$ cat src/rtl/dsp_tx_glue_pkg.sv
// Shared definitions for the DSP TX glue block.
// Holds the runtime mode encoding, the settings-register offsets relative to
// BASE, the ctrl-register bit layout and the strobe counter width.
package dsp_tx_glue_pkg;

  typedef enum logic [1:0] {
    MODE_PASS  = 2'd0,
    MODE_SWAP  = 2'd1,
    MODE_CONST = 2'd2,
    MODE_RAMP  = 2'd3
  } mode_t;

  // Register offsets relative to BASE.
  localparam int REG_CTRL   = 0;
  localparam int REG_CONST  = 1;
  localparam int REG_CNTCLR = 2;

  // ctrl register bit positions.
  localparam int CTRL_MODE_LSB = 0;
  localparam int CTRL_MODE_MSB = 1;
  localparam int CTRL_INV_BIT  = 2;
  localparam int CTRL_W        = 3;

  localparam int COUNT_W = 28;

  // Active/shadow control word; the packed layout matches set_data[2:0].
  typedef struct packed {
    logic  invert;
    mode_t mode;
  } ctrl_t;

endpackage

$ cat src/rtl/tx_sat_neg.sv
// Saturating two's-complement negation.
// Ports:
//   value    in  WIDTH  operand
//   negated  out WIDTH  -value, with the most-negative code clamped to the
//                       most-positive code (plain negation would overflow)
module tx_sat_neg #(
  parameter int WIDTH = 24
) (
  input  logic [WIDTH-1:0] value,
  output logic [WIDTH-1:0] negated
);

  localparam logic [WIDTH-1:0] MOST_NEG = {1'b1, {(WIDTH-1){1'b0}}};
  localparam logic [WIDTH-1:0] MOST_POS = {1'b0, {(WIDTH-1){1'b1}}};

  // Negate, clamping the single overflowing input.
  always_comb begin
    negated = MOST_POS;
    if (value == MOST_NEG) begin
      negated = MOST_POS;
    end else begin
      negated = (~value) + WIDTH'(1'b1);
    end
  end

endmodule

$ cat src/rtl/dsp_tx_glue_mc.sv
// TX glue between the baseband source, the DUC chain and the TX frontend.
// Ports:
//   clock, reset              system clock, asynchronous active-high reset
//   clear                     synchronous clear of counter, ramp, pending ctrl
//   enable                    DSP enable (forwarded as duc_in_enable)
//   set_stb/set_addr/set_data settings bus (BASE+0 ctrl, +1 const, +2 cnt clear)
//   frontend_i/q              registered rails to the TX frontend
//   duc_out_i/q               rails from the DUC
//   duc_in_sample/strobe      {I,Q} sample to the DUC and its consume strobe
//   duc_in_enable             DUC enable
//   bb_sample/bb_strobe       baseband sample and its consume strobe
//   debug                     {DSPNO[3:0], saturating 28-bit strobe count}
module dsp_tx_glue_mc
  import dsp_tx_glue_pkg::*;
#(
  parameter int DSPNO  = 0,
  parameter int WIDTH  = 24,
  parameter int BASE   = 0,
  parameter int SAMP_W = 16
) (
  input  logic                clock,
  input  logic                reset,
  input  logic                clear,
  input  logic                enable,
  input  logic                set_stb,
  input  logic [7:0]          set_addr,
  input  logic [31:0]         set_data,
  output logic [WIDTH-1:0]    frontend_i,
  output logic [WIDTH-1:0]    frontend_q,
  input  logic [WIDTH-1:0]    duc_out_i,
  input  logic [WIDTH-1:0]    duc_out_q,
  output logic [2*SAMP_W-1:0] duc_in_sample,
  input  logic                duc_in_strobe,
  output logic                duc_in_enable,
  input  logic [2*SAMP_W-1:0] bb_sample,
  output logic                bb_strobe,
  output logic [31:0]         debug
);

  localparam logic [7:0]         ADDR_CTRL   = 8'(BASE + REG_CTRL);
  localparam logic [7:0]         ADDR_CONST  = 8'(BASE + REG_CONST);
  localparam logic [7:0]         ADDR_CNTCLR = 8'(BASE + REG_CNTCLR);
  localparam logic [COUNT_W-1:0] COUNT_MAX   = {COUNT_W{1'b1}};
  localparam logic [3:0]         DEBUG_TAG   = 4'(DSPNO);

  ctrl_t               shadow_r;
  ctrl_t               active_r;
  logic                pending_r;
  logic [2*SAMP_W-1:0] const_r;
  logic [SAMP_W-1:0]   ramp_r;
  logic [COUNT_W-1:0]  count_r;
  logic [WIDTH-1:0]    frontend_i_r;
  logic [WIDTH-1:0]    frontend_q_r;

  logic                wr_ctrl_s;
  logic                wr_const_s;
  logic                wr_cntclr_s;
  logic                copy_s;
  logic                count_en_s;
  logic [WIDTH-1:0]    q_neg_s;

  assign wr_ctrl_s   = set_stb & (set_addr == ADDR_CTRL);
  assign wr_const_s  = set_stb & (set_addr == ADDR_CONST);
  assign wr_cntclr_s = set_stb & (set_addr == ADDR_CNTCLR);
  assign count_en_s  = duc_in_strobe & enable;

  // A simultaneous ctrl write wins over the copy: the fresh value stays in
  // the shadow and waits for the next sample boundary. clear drops pending.
  assign copy_s = pending_r & ~wr_ctrl_s & ~clear & (duc_in_strobe | ~enable);

  tx_sat_neg #(.WIDTH(WIDTH)) u_sat_neg (
    .value   (duc_out_q),
    .negated (q_neg_s)
  );

  // Shadow/active ctrl registers and the pending-transfer flag.
  always_ff @(posedge clock or posedge reset) begin
    if (reset) begin
      shadow_r  <= ctrl_t'(3'b000);
      active_r  <= ctrl_t'(3'b000);
      pending_r <= 1'b0;
    end else begin
      if (wr_ctrl_s) begin
        shadow_r  <= ctrl_t'(set_data[CTRL_W-1:0]);
        pending_r <= 1'b1;
      end else if (clear) begin
        shadow_r  <= active_r;
        pending_r <= 1'b0;
      end else if (copy_s) begin
        pending_r <= 1'b0;
      end
      if (copy_s) begin
        active_r <= shadow_r;
      end
    end
  end

  // Constant IQ register, written directly (not shadowed).
  always_ff @(posedge clock or posedge reset) begin
    if (reset) begin
      const_r <= '0;
    end else if (wr_const_s) begin
      const_r <= set_data[2*SAMP_W-1:0];
    end
  end

  // Ramp pattern generator; advances once per consumed sample in RAMP mode.
  always_ff @(posedge clock or posedge reset) begin
    if (reset) begin
      ramp_r <= '0;
    end else if (clear) begin
      ramp_r <= '0;
    end else if (duc_in_strobe && (active_r.mode == MODE_RAMP)) begin
      ramp_r <= ramp_r + SAMP_W'(1'b1);
    end
  end

  // Saturating strobe counter; a clear beats a coincident strobe.
  always_ff @(posedge clock or posedge reset) begin
    if (reset) begin
      count_r <= '0;
    end else if (clear || wr_cntclr_s) begin
      count_r <= '0;
    end else if (count_en_s && (count_r != COUNT_MAX)) begin
      count_r <= count_r + COUNT_W'(1'b1);
    end
  end

  // Frontend pipeline stage, independent of enable.
  always_ff @(posedge clock or posedge reset) begin
    if (reset) begin
      frontend_i_r <= '0;
      frontend_q_r <= '0;
    end else begin
      frontend_i_r <= duc_out_i;
      frontend_q_r <= active_r.invert ? q_neg_s : duc_out_q;
    end
  end

  // Sample mux toward the DUC and baseband consume strobe.
  always_comb begin
    duc_in_sample = bb_sample;
    bb_strobe     = 1'b0;
    case (active_r.mode)
      MODE_PASS: begin
        duc_in_sample = bb_sample;
        bb_strobe     = count_en_s;
      end
      MODE_SWAP: begin
        duc_in_sample = {bb_sample[SAMP_W-1:0], bb_sample[2*SAMP_W-1:SAMP_W]};
        bb_strobe     = count_en_s;
      end
      MODE_CONST: begin
        duc_in_sample = const_r;
        bb_strobe     = 1'b0;
      end
      MODE_RAMP: begin
        duc_in_sample = {ramp_r, ~ramp_r};
        bb_strobe     = 1'b0;
      end
      default: begin
        duc_in_sample = bb_sample;
        bb_strobe     = 1'b0;
      end
    endcase
  end

  assign duc_in_enable = enable;
  assign frontend_i    = frontend_i_r;
  assign frontend_q    = frontend_q_r;
  assign debug         = {DEBUG_TAG, count_r};

endmodule
$ cat config.mk
export PLATFORM = sky130hd
export DESIGN_NAME = dsp_tx_glue_mc
export DESIGN_NICKNAME = d
export VERILOG_FILES = /design/src/rtl/dsp_tx_glue_pkg.sv /design/src/rtl/tx_sat_neg.sv /design/src/rtl/dsp_tx_glue_mc.sv
export SDC_FILE = /design/constraint.sdc
export NUM_CORES = 1
export LEC_CHECK = 0
export ABC_CLOCK_PERIOD_IN_PS = 4600
export BUFFER_PORTS_ARGS = -buffer_cell sky130_fd_sc_hd__buf_2
export CAP_MARGIN = 20
export CELL_PAD_IN_SITES_DETAIL_PLACEMENT = 1
export CELL_PAD_IN_SITES_GLOBAL_PLACEMENT = 1
export CORE_UTILIZATION = 35
export CTS_CLUSTER_SIZE = 16
export DETAILED_ROUTE_END_ITERATION = 16
export PLACE_DENSITY = 0.84
export SYNTH_ARGS = -nofsm -noshare
export SYNTH_HDL_FRONTEND = slang
export SYNTH_HIERARCHICAL = 1
export SYNTH_SLANG_ARGS = --single-unit
$ cat constraint.sdc
create_clock -name clock -period 4.6 [get_ports clock]
set_input_delay 1.15 -clock clock [delete_from_list [all_inputs] [get_ports clock]]
set_output_delay 1.15 -clock clock [all_outputs]
set_load 0.03 [all_outputs]
==> impl_results.md <==
- Outcome: completed
- Commonest cells after routing, fill and taps aside: 235 x buf_2, 130 x dfrtp_1, 34 x nor2_1, 34 x nand2_1, 32 x mux4_2
- Vias in the first global route: 5759
- Critical Path End: duc_in_sample[25]
- DR iter-0 viols: 252
- Setup_tns: 0 ns
- CP arrival: 2.11 ns
- Worst Path Required: between 3 and 4 ns
- Post-synthesis sequential area ratio: 0.469
- Final Skew: between 0.009 and 0.01 ns
- Worst vdd ir: 0.242 mV
- Number of max-cap violations: 0
- Routed WL per cell: 17.5 µm
- Final Setup Violations: 0
- Crit path from: active_r[0]
- # DRC: 0
- Reg2reg path depth: 6
- Die area: 0.0205 mm²
- Tcrit/Tclk final: 0.709
- Sink Count: 131
- Post-synth EDFFs: 0
- Leakage: ~4 nW
- Fin. Hold Viols: 0
- Clock latency on the worst-skew pair: 0.41 ns
- Achievable Freq: 0.306 GHz
- Most common cell after layout, fill and taps aside: buf_2
- Filler cells: between 2000 and 2500
- Cell Area, Synth: 0.00699 mm²
- CP Capture Type: output pin
- DR vias/cell: 5.19
- Post-cts hold buffer count: 0
- Bufs on Longest Clock Path: 2
- H-tree depth: 4
- Post-Syn Instances: a little under 600
- Drt pass-1 iters: 4
- Largest net degree at the start of global routing: a little over 70
- RSZ-0062 raised after global routing: false
- Reg-to-Reg End: ramp_r[15]
- Initial Util: 0.358
- GRT overflow: 0
- Final hold slack: 0.503 ns
- Post-CTS Setup Inserts: 0
- Post-synth cell types: 64
- FF-to-FF Start: active_r[0]
- Post-layout util: 0.461
- Comb pwr share: 0.112
- Die width: 143 µm
- First-pass GRT wire length: 30200 µm
- Diodes inserted: 0
- Pin slew with the least headroom to its limit: 1.11 ns
- Via count: 5621
- Cell Pwr Density: approximately 320 mW/mm²
- GRT Total Usage: 0.191
- Switching Share: 0.244
- Worst Path Class, Setup: reg2out
- CTS Buf Count: 17
- Clock share of power: 0.475
- Worst-path maximum fanout: 19
- Ports: between 200 and 250
- Worst relative slew slack: 0.261
- Initial antenna violation count: 3
- Seq pwr share: 0.413
- Clock tree root driver cell: clkbuf_16
- IO buf count: 235
- PostCTS Resize Cnt: 0
- Avg Inst Size Synth: 12.1 µm²
- Ys Warns: 6
- Crit start category: register
- Layout area overhead: 28.7%
- Final min period: between 3 and 4 ns
- Final wirelength: 18900 µm
- Row count: between 50 and 60
- Final #Nets: 936
- Share of cells above drive strength 1: 0.476
- Flops & latches, synth: 131
- P_sw: 0.000712 W
- Clk slew on worst S/H paths: 0.06 ns
- Core area: just under 0.02 mm²
- GPL Wtd Cong: approximately 0.79
- Detail Placement HPWL: 13900 µm
- Final Slew Violations: 0
- Worst min path class: reg2reg
- Die height: 143 µm
- TritonCTS clock tree: yes
- ANT nets after route: 0
- Internal power: 0.00221 W
- Async S/R FF share, synth: 1.00
- Synth Flop Type: dfrtp_1
- Reg2reg setup slack: 2.16 ns
[layer usage]
layer  share of wire  vias up  wire length (µm)  GRT usage
li1                -     2592                 -          -
met1            0.42     2829              7960      0.236
met2            0.50      155              9450      0.320
met3           0.059       39              1120     0.0540
met4           0.020        6               373     0.0705
met5          0.0021        -                40          0
[cell families (layout without fill, tap and decap cells)]
kind of cell | Yosys count | in the layout | synth area share
adders and majority gates | 3 | 3 | 0.00537
other | 1 | 4 | 0.000537
DFF | 131 | 131 | 0.469
muxes | 98 | 98 | 0.224
xor gates and xnor gates | 26 | 26 | 0.0326
and+or+nand+nor | 179 | 179 | 0.154
AOI/OAI and AO/OA | 79 | 79 | 0.0695
buffers and inverters | 60 | 299 | 0.0448
[cell type report]
type / count / area (µm²) / share of cell area
Timing Repair Buffer: 241 / 1270 / 0.141
Tap cell: 265 / 332 / 0.0369
Inverter: 27 / 105 / 0.0117
Clock inverter: 9 / 129 / 0.0143
Clock buffer: 22 / 474 / 0.0527
Sequential cell: 131 / 3280 / 0.365
Multi-Input combinational cell: 389 / 3410 / 0.379
[worst min path at each step]
stage	from	to	slack, ns	cells after the start
5_1_grt	const_r[13]	const_r[13]	0.52	1
3_5_place_dp	const_r[6]	const_r[6]	0.49	1
2_1_floorplan	const_r[30]	const_r[30]	0.47	1
6_report	const_r[3]	const_r[3]	0.50	1
3_3_place_gp	shadow_r[1]	active_r[1]	0.48	1
4_1_cts	const_r[6]	const_r[6]	0.50	1
[flip-flops by register name, summed over array words and instances (netlist names)]
signal and count:
pending_r 1, ramp_r 16, shadow_r 3, count_r 28, frontend_q 24, active_r 3
frontend_i 24, const_r 32
[cell usage after synthesis, types with 8 or more instances]
cell type,count,area (µm²)
nand2_1,34,128
nor3_1,12,60.1
o21ai_0,19,95.1
or3_1,20,125
or4_1,8,60.1
mux4_2,32,721
nor4_1,14,87.6
xnor2_1,23,201
clkbuf_1,12,45.0
inv_1,27,101
nand3_1,13,65.1
mux2_4,30,450
nor2_1,34,128
mux2_2,29,327
a21oi_1,27,135
dfrtp_1,131,3280
[through the flow]
stage,instances,cell area [µm²],total power (W),setup WS (ns)
finish,1084,9000,0.00292,1.34
global route,1084,9000,0.00303,1.20
CTS,1082,8950,0.00296,1.06
detailed placement,1051,8350,0.00155,0.958
global placement,1051,8350,0.00154,1.02
floorplan,580,7000,0.00142,1.67
[power by group through the flow]
stage	combinational, W	sequential [W]	clock (W)
finish	0.000326	0.00120	0.00139
global route	0.000352	0.00121	0.00147
CTS	0.000330	0.00120	0.00143
detailed placement	0.000329	0.00122	0
global placement	0.000321	0.00122	0
floorplan	0.000148	0.00127	0
[worst max-delay path, stage by stage (launching register included)]
cell and delay (ns):
dfrtp_2 0.72, buf_12 0.26, mux4_2 0.51, buf_2 0.20
Power figures use the tool's default switching activity.
